### src/rtl/uart_pkg.sv
// Shared types and default constants for the DE10 UART receive path.
package uart_pkg;

  typedef enum logic [1:0] {
    IDLE,
    START,
    DATA,
    STOP
  } rx_state_t;

  localparam int unsigned CLKS_PER_BIT_DEFAULT = 434;
  localparam int unsigned DATA_BITS_DEFAULT    = 8;

endpackage

### src/rtl/uart_rx_timer.sv
// Bit-period timer: free-running wrap counter that flags the half-bit and
// full-bit points; held at zero while clr is high.
module uart_rx_timer
  import uart_pkg::*;
#(
  parameter int unsigned CLKS_PER_BIT = CLKS_PER_BIT_DEFAULT
) (
  input  logic clk,
  input  logic rstn,
  input  logic clr,
  output logic half_tick,
  output logic full_tick
);

  localparam int unsigned   CW      = $clog2(CLKS_PER_BIT);
  localparam logic [CW-1:0] HALF_M1 = CW'(CLKS_PER_BIT / 2 - 1);
  localparam logic [CW-1:0] FULL_M1 = CW'(CLKS_PER_BIT - 1);

  logic [CW-1:0] count_q, count_d;

  always_comb begin
    count_d = count_q + CW'(1);
    if (clr || (count_q == FULL_M1)) begin
      count_d = '0;
    end
  end

  always_ff @(posedge clk or negedge rstn) begin
    if (!rstn) begin
      count_q <= '0;
    end else begin
      count_q <= count_d;
    end
  end

  assign half_tick = (count_q == HALF_M1);
  assign full_tick = (count_q == FULL_M1);

endmodule

### src/rtl/uart_rx_ctrl.sv
// UART receive controller: synchronises rx, frames start/data/stop bits and
// presents each byte on a valid/ready port with overrun and framing status.
module uart_rx_ctrl
  import uart_pkg::*;
#(
  parameter int unsigned CLKS_PER_BIT = CLKS_PER_BIT_DEFAULT,
  parameter int unsigned DATA_BITS    = DATA_BITS_DEFAULT,
  parameter int unsigned SYNC_STAGES  = 2
) (
  input  logic                 clk,
  input  logic                 rstn,
  input  logic                 rx,
  output logic [DATA_BITS-1:0] rx_data,
  output logic                 rx_valid,
  input  logic                 rx_ready,
  output logic                 frame_err,
  output logic                 overrun,
  output logic                 busy
);

  localparam int unsigned   IW       = (DATA_BITS > 1) ? $clog2(DATA_BITS) : 1;
  localparam logic [IW-1:0] LAST_IDX = IW'(DATA_BITS - 1);

  rx_state_t            state_q, state_d;
  logic [SYNC_STAGES-1:0] sync_q, sync_d;
  logic                 prev_rx_s_q, prev_rx_s_d;
  logic [IW-1:0]        bit_idx_q, bit_idx_d;
  logic [DATA_BITS-1:0] shift_q, shift_d;
  logic [DATA_BITS-1:0] rx_data_q, rx_data_d;
  logic                 rx_valid_q, rx_valid_d;
  logic                 frame_err_q, frame_err_d;
  logic                 overrun_q, overrun_d;
  logic                 busy_q, busy_d;

  logic                 rx_s;
  logic                 tmr_clr;
  logic                 half_tick, full_tick;
  logic [DATA_BITS:0]   shift_in;

  assign rx_s     = sync_q[SYNC_STAGES-1];
  assign shift_in = {rx_s, shift_q};

  uart_rx_timer #(
    .CLKS_PER_BIT(CLKS_PER_BIT)
  ) u_timer (
    .clk       (clk),
    .rstn      (rstn),
    .clr       (tmr_clr),
    .half_tick (half_tick),
    .full_tick (full_tick)
  );

  always_comb begin
    state_d     = state_q;
    sync_d      = {sync_q[SYNC_STAGES-2:0], rx};
    prev_rx_s_d = rx_s;
    bit_idx_d   = bit_idx_q;
    shift_d     = shift_q;
    rx_data_d   = rx_data_q;
    rx_valid_d  = rx_valid_q;
    frame_err_d = 1'b0;
    overrun_d   = overrun_q;
    tmr_clr     = 1'b0;

    if (rx_valid_q && rx_ready) begin
      rx_valid_d = 1'b0;
      overrun_d  = 1'b0;
    end

    case (state_q)
      IDLE: begin
        if (!rx_s && prev_rx_s_q) begin
          state_d = START;
          tmr_clr = 1'b1;
        end
      end
      START: begin
        if (half_tick) begin
          if (rx_s) begin
            state_d = IDLE;
          end else begin
            state_d   = DATA;
            tmr_clr   = 1'b1;
            bit_idx_d = '0;
          end
        end
      end
      DATA: begin
        if (full_tick) begin
          shift_d   = shift_in[DATA_BITS:1];
          bit_idx_d = bit_idx_q + IW'(1);
          if (bit_idx_q == LAST_IDX) begin
            state_d = STOP;
          end
        end
      end
      STOP: begin
        if (full_tick) begin
          state_d = IDLE;
          if (!rx_s) begin
            frame_err_d = 1'b1;
          end else if (!rx_valid_q || rx_ready) begin
            // A load coinciding with a handshake leaves overrun as it was.
            rx_data_d  = shift_q;
            rx_valid_d = 1'b1;
            overrun_d  = overrun_q;
          end else begin
            overrun_d = 1'b1;
          end
        end
      end
      default: state_d = IDLE;
    endcase

    busy_d = (state_d != IDLE);
  end

  always_ff @(posedge clk or negedge rstn) begin
    if (!rstn) begin
      state_q     <= IDLE;
      sync_q      <= '1;
      prev_rx_s_q <= 1'b1;
      bit_idx_q   <= '0;
      shift_q     <= '0;
      rx_data_q   <= '0;
      rx_valid_q  <= 1'b0;
      frame_err_q <= 1'b0;
      overrun_q   <= 1'b0;
      busy_q      <= 1'b0;
    end else begin
      state_q     <= state_d;
      sync_q      <= sync_d;
      prev_rx_s_q <= prev_rx_s_d;
      bit_idx_q   <= bit_idx_d;
      shift_q     <= shift_d;
      rx_data_q   <= rx_data_d;
      rx_valid_q  <= rx_valid_d;
      frame_err_q <= frame_err_d;
      overrun_q   <= overrun_d;
      busy_q      <= busy_d;
    end
  end

  assign rx_data   = rx_data_q;
  assign rx_valid  = rx_valid_q;
  assign frame_err = frame_err_q;
  assign overrun   = overrun_q;
  assign busy      = busy_q;

endmodule
### config.mk
export PLATFORM = sky130hd
export DESIGN_NAME = uart_rx_ctrl
export DESIGN_NICKNAME = d
export VERILOG_FILES = /design/src/rtl/uart_pkg.sv /design/src/rtl/uart_rx_timer.sv /design/src/rtl/uart_rx_ctrl.sv
export SDC_FILE = /design/constraint.sdc
export NUM_CORES = 1
export LEC_CHECK = 0
export CORE_ASPECT_RATIO = 0.6
export CORE_UTILIZATION = 45
export CTS_CLUSTER_SIZE = 8
export DETAILED_ROUTE_END_ITERATION = 8
export GPL_TIMING_DRIVEN = 0
export PLACE_DENSITY = 0.75
export SYNTH_ARGS = -nofsm -noshare
export SYNTH_HDL_FRONTEND = slang
export SYNTH_SLANG_ARGS = --single-unit
### constraint.sdc
create_clock -name clk -period 2.5 [get_ports clk]
set_clock_uncertainty 0.2 [all_clocks]
set_input_delay 0.5 -clock clk [delete_from_list [all_inputs] [get_ports clk]]
set_output_delay 0.5 -clock clk [all_outputs]
set_load 0.01 [all_outputs]
==> impl_metrics.tcl <==
set metrics [dict create \
    post_cts_buffers 0 \
    power.internal_mw 1.01 \
    outcome "finished, final reports clean" \
    worstSetupPathType "reg -> reg" \
    cp.required_ns 2.47 \
    crit_path_cell_trace "inv_1 -> ha_1 -> nand4bb_4 -> or2_1 -> buf_6 -> nor3_4 -> mux2_2" \
    fin_crit_ns 2.35 \
    viasPerCell 5.08 \
    seqPwrFrac 0.529 \
    start_util 0.483 \
    total_power_mw 1.40 \
    synth_area_sq_um 1610 \
    power_density_nw_per_um2 729 \
    clock.fmax_mhz 425 \
    hold_path_class "in -> async" \
    power_frac_comb 0.149 \
    synth_fa_ha_area_frac 0.0388 \
    ios 16 \
    hold_violations 0 \
    clock_sinks 37 \
    die_y_microns 48.4 \
    netlist_instances 124 \
    synth_top_cell_area_share 0.527 \
    syn2layout_area_growth_pct 18.8 \
    finalCritPeriodShare 0.941 \
    numCtsBuffers 5 \
    muxShareOfSynthArea 0.121 \
    cp-end-kind "flip-flop" \
    worstMarginPinSlew_ns 0.779 \
    drive_above_1_share 0.245 \
    overflow 0 \
    sw_frac_of_total 0.277 \
    num_antenna_cells 0 \
    arrival_ns 2.32 \
    grt_pass1_vias 1031 \
    clk_latency_ns 0.28 \
    grt_max_degree 38 \
    cts_tree "yes" \
    synth_compound_area_frac 0.0442 \
    p_sw_mw 0.388 \
    crit_buf_inv 2 \
    synth_fp_nets 133 \
    yosys_warnings 0 \
    pwr-share-clk 0.323 \
    slew_violations 0 \
    num_rows 16 \
    cp_slowest_cell "nor3_4" \
    reg2reg_from "u_timer.count_q[1]" \
    finalSetupViolCount 0 \
    drcViolationCount 0 \
    critPathTopFamily "simple AND/OR/NAND/NOR gates" \
    slowest_delay_ns 0.42 \
    synth-edff-count 0 \
    totalWireLength_microns 3000 \
    slew_headroom 0.480 \
    ir_drop_mv 0.527 \
    final_antenna_net_count 0 \
    fin_area_sq_um 1920 \
    die-area_sq_um 3840 \
    cts_resized 0 \
    antenna_found_initial 0 \
    ys.flop_type "dfrtp_1" \
    die_w_microns 79.3 \
    grt.total_usage 0.185 \
    synth-simple-area-share 0.152 \
    synthXorXnorAreaFrac 0.0380 \
    max_cap_violations 0 \
    finalNetCount 155 \
    crit_fanout 8 \
    synth_top_family_by_area "simple AND/OR/NAND/NOR gates" \
    dr.pass1.iters 4 \
    gp_congestion 0.776 \
    hold_buffers 0 \
    critPathLaunch "u_timer.count_q[1]" \
    ys_seq_elements 37 \
    clk_root_buffer_cell "clkbuf_8" \
    yosys-top-cells-area "dfrtp_1 53%, mux2_2 11%, dfstp_2 4.9%" \
    grt_pass1_wl_microns 5210 \
    clock_path_buffers 2 \
    ys_types 35 \
    dp.final_hpwl_microns 2230 \
    synth_top_area_cell "dfrtp_1" \
    wl_per_cell_microns 15.6 \
    p_leak_nw 0.926 \
    avgSynthCellArea_sq_um 13.0 \
    synth_async_sr_flop_share 1.00 \
    ys_seq_area_frac 0.576 \
    critPathLaunchType "flip-flop" \
    grt_setup_unrepaired "false" \
    port_buffers 15 \
    htree_levels 2 \
    drt_iter0_markers 58 \
    vias 975 \
    coreArea_sq_um 3340 \
    cts.clk_slew.worst_paths_ns 0.07 \
    dpl_cell_area_sq_um 1820 \
]
## state kept, by name, indices dropped and copies added, names as in the netlist
signal and cells:
rx_valid 1, bit_idx_q 3, shift_q 8, rx_data 8, u_timer.count_q 9, frame_err 1
state_q 2, overrun 1, prev_rx_s_q 1, sync_q 2, busy 1
## worst paths after layout
check / end / slack (ns) / depth (start not counted)
max in group asynchronous: rx_valid / 1.52 / 1
min in group clk: sync_q[1] / 0.16 / 0
max: rx_data[7] / 0.15 / 7
min: u_timer.count_q[4] / 0.09 / 1
max reg2reg: rx_data[7] / 0.15 / 7
min reg2reg: sync_q[1] / 0.16 / 0
## cell type report
type	instances	area, sq um
fillers	269	1430
flip-flops and latches	37	930
multi-input cells	78	636
repair buffers	15	145
clock buffers	7	96.3
well taps	45	56.3
plain buffers	3	26.3
inverters	6	22.5
clock inverters	1	5.00
## metal layers
layer	GRT usage	routed length, microns
met2	0.283	1400
met5	0	0
met1	0.259	1480
met3	0.0528	101
met4	0.0545	20
## logic make-up (layout without fill, tap and decap cells)
group / Yosys count / in the layout
multiplexers: 17 / 17
adder cells (fa/ha/maj): 5 / 5
flip-flops: 37 / 37
buffers and inverters: 9 / 32
AO/OA/AOI/OAI: 10 / 10
XOR/XNOR: 7 / 7
AND/OR/NAND/NOR: 39 / 39
## power groups by stage
stage / Sequential (mW) / Clock (mW) / Combinational [mW]
detailed placement: 0.749 / 0 / 0.208
CTS: 0.738 / 0.461 / 0.209
global route: 0.748 / 0.491 / 0.231
floorplan: 0.724 / 0 / 0.152
global placement: 0.737 / 0 / 0.194
finish: 0.739 / 0.451 / 0.208
## cells in the mapped netlist (2+ instances only)
master and instances:
a22o_1 2, buf_6 2, dfrtp_1 34, dfstp_2 3
ha_1 5, inv_1 6, mux2_2 16, nand2_1 4
nand3_1 5, nand4_1 3, nor2_1 11, nor3_1 2
nor4_1 2, o21ai_0 3, xnor2_1 2, xor2_1 5
## cells in the final DEF, fill, tap and decap left out, types with 2 or more instances in the layout
master / n
xor2_1: 5
inv_1: 6
xnor2_1: 2
clkdlybuf4s50_1: 14
buf_6: 2
nor3_1: 2
nor4_1: 2
dfstp_2: 3
dfrtp_1: 34
clkbuf_8: 7
o21ai_0: 3
mux2_2: 16
nand3_1: 5
nand4_1: 3
a22o_1: 2
nor2_1: 11
nand2_1: 4
ha_1: 5
## per-stage QoR
| step | cells | setup WS, ns | util | TNS [ns] | hold WS [ns] |
|---|---|---|---|---|---|
| final | 192 | 0.148 | 0.573 | 0 | 0.0929 |
| after global placement | 184 | -0.00808 | 0.545 | -0.200 | 0.146 |
| after floorplan | 124 | 0.395 | - | 0 | 0.00441 |
| after CTS | 192 | 0.127 | 0.573 | 0 | 0.117 |
| after detailed placement | 184 | 0.136 | 0.543 | 0 | 0.155 |
| after global routing | 192 | 0.0378 | 0.573 | 0 | 0.166 |
Power figures use the tool's default switching activity.
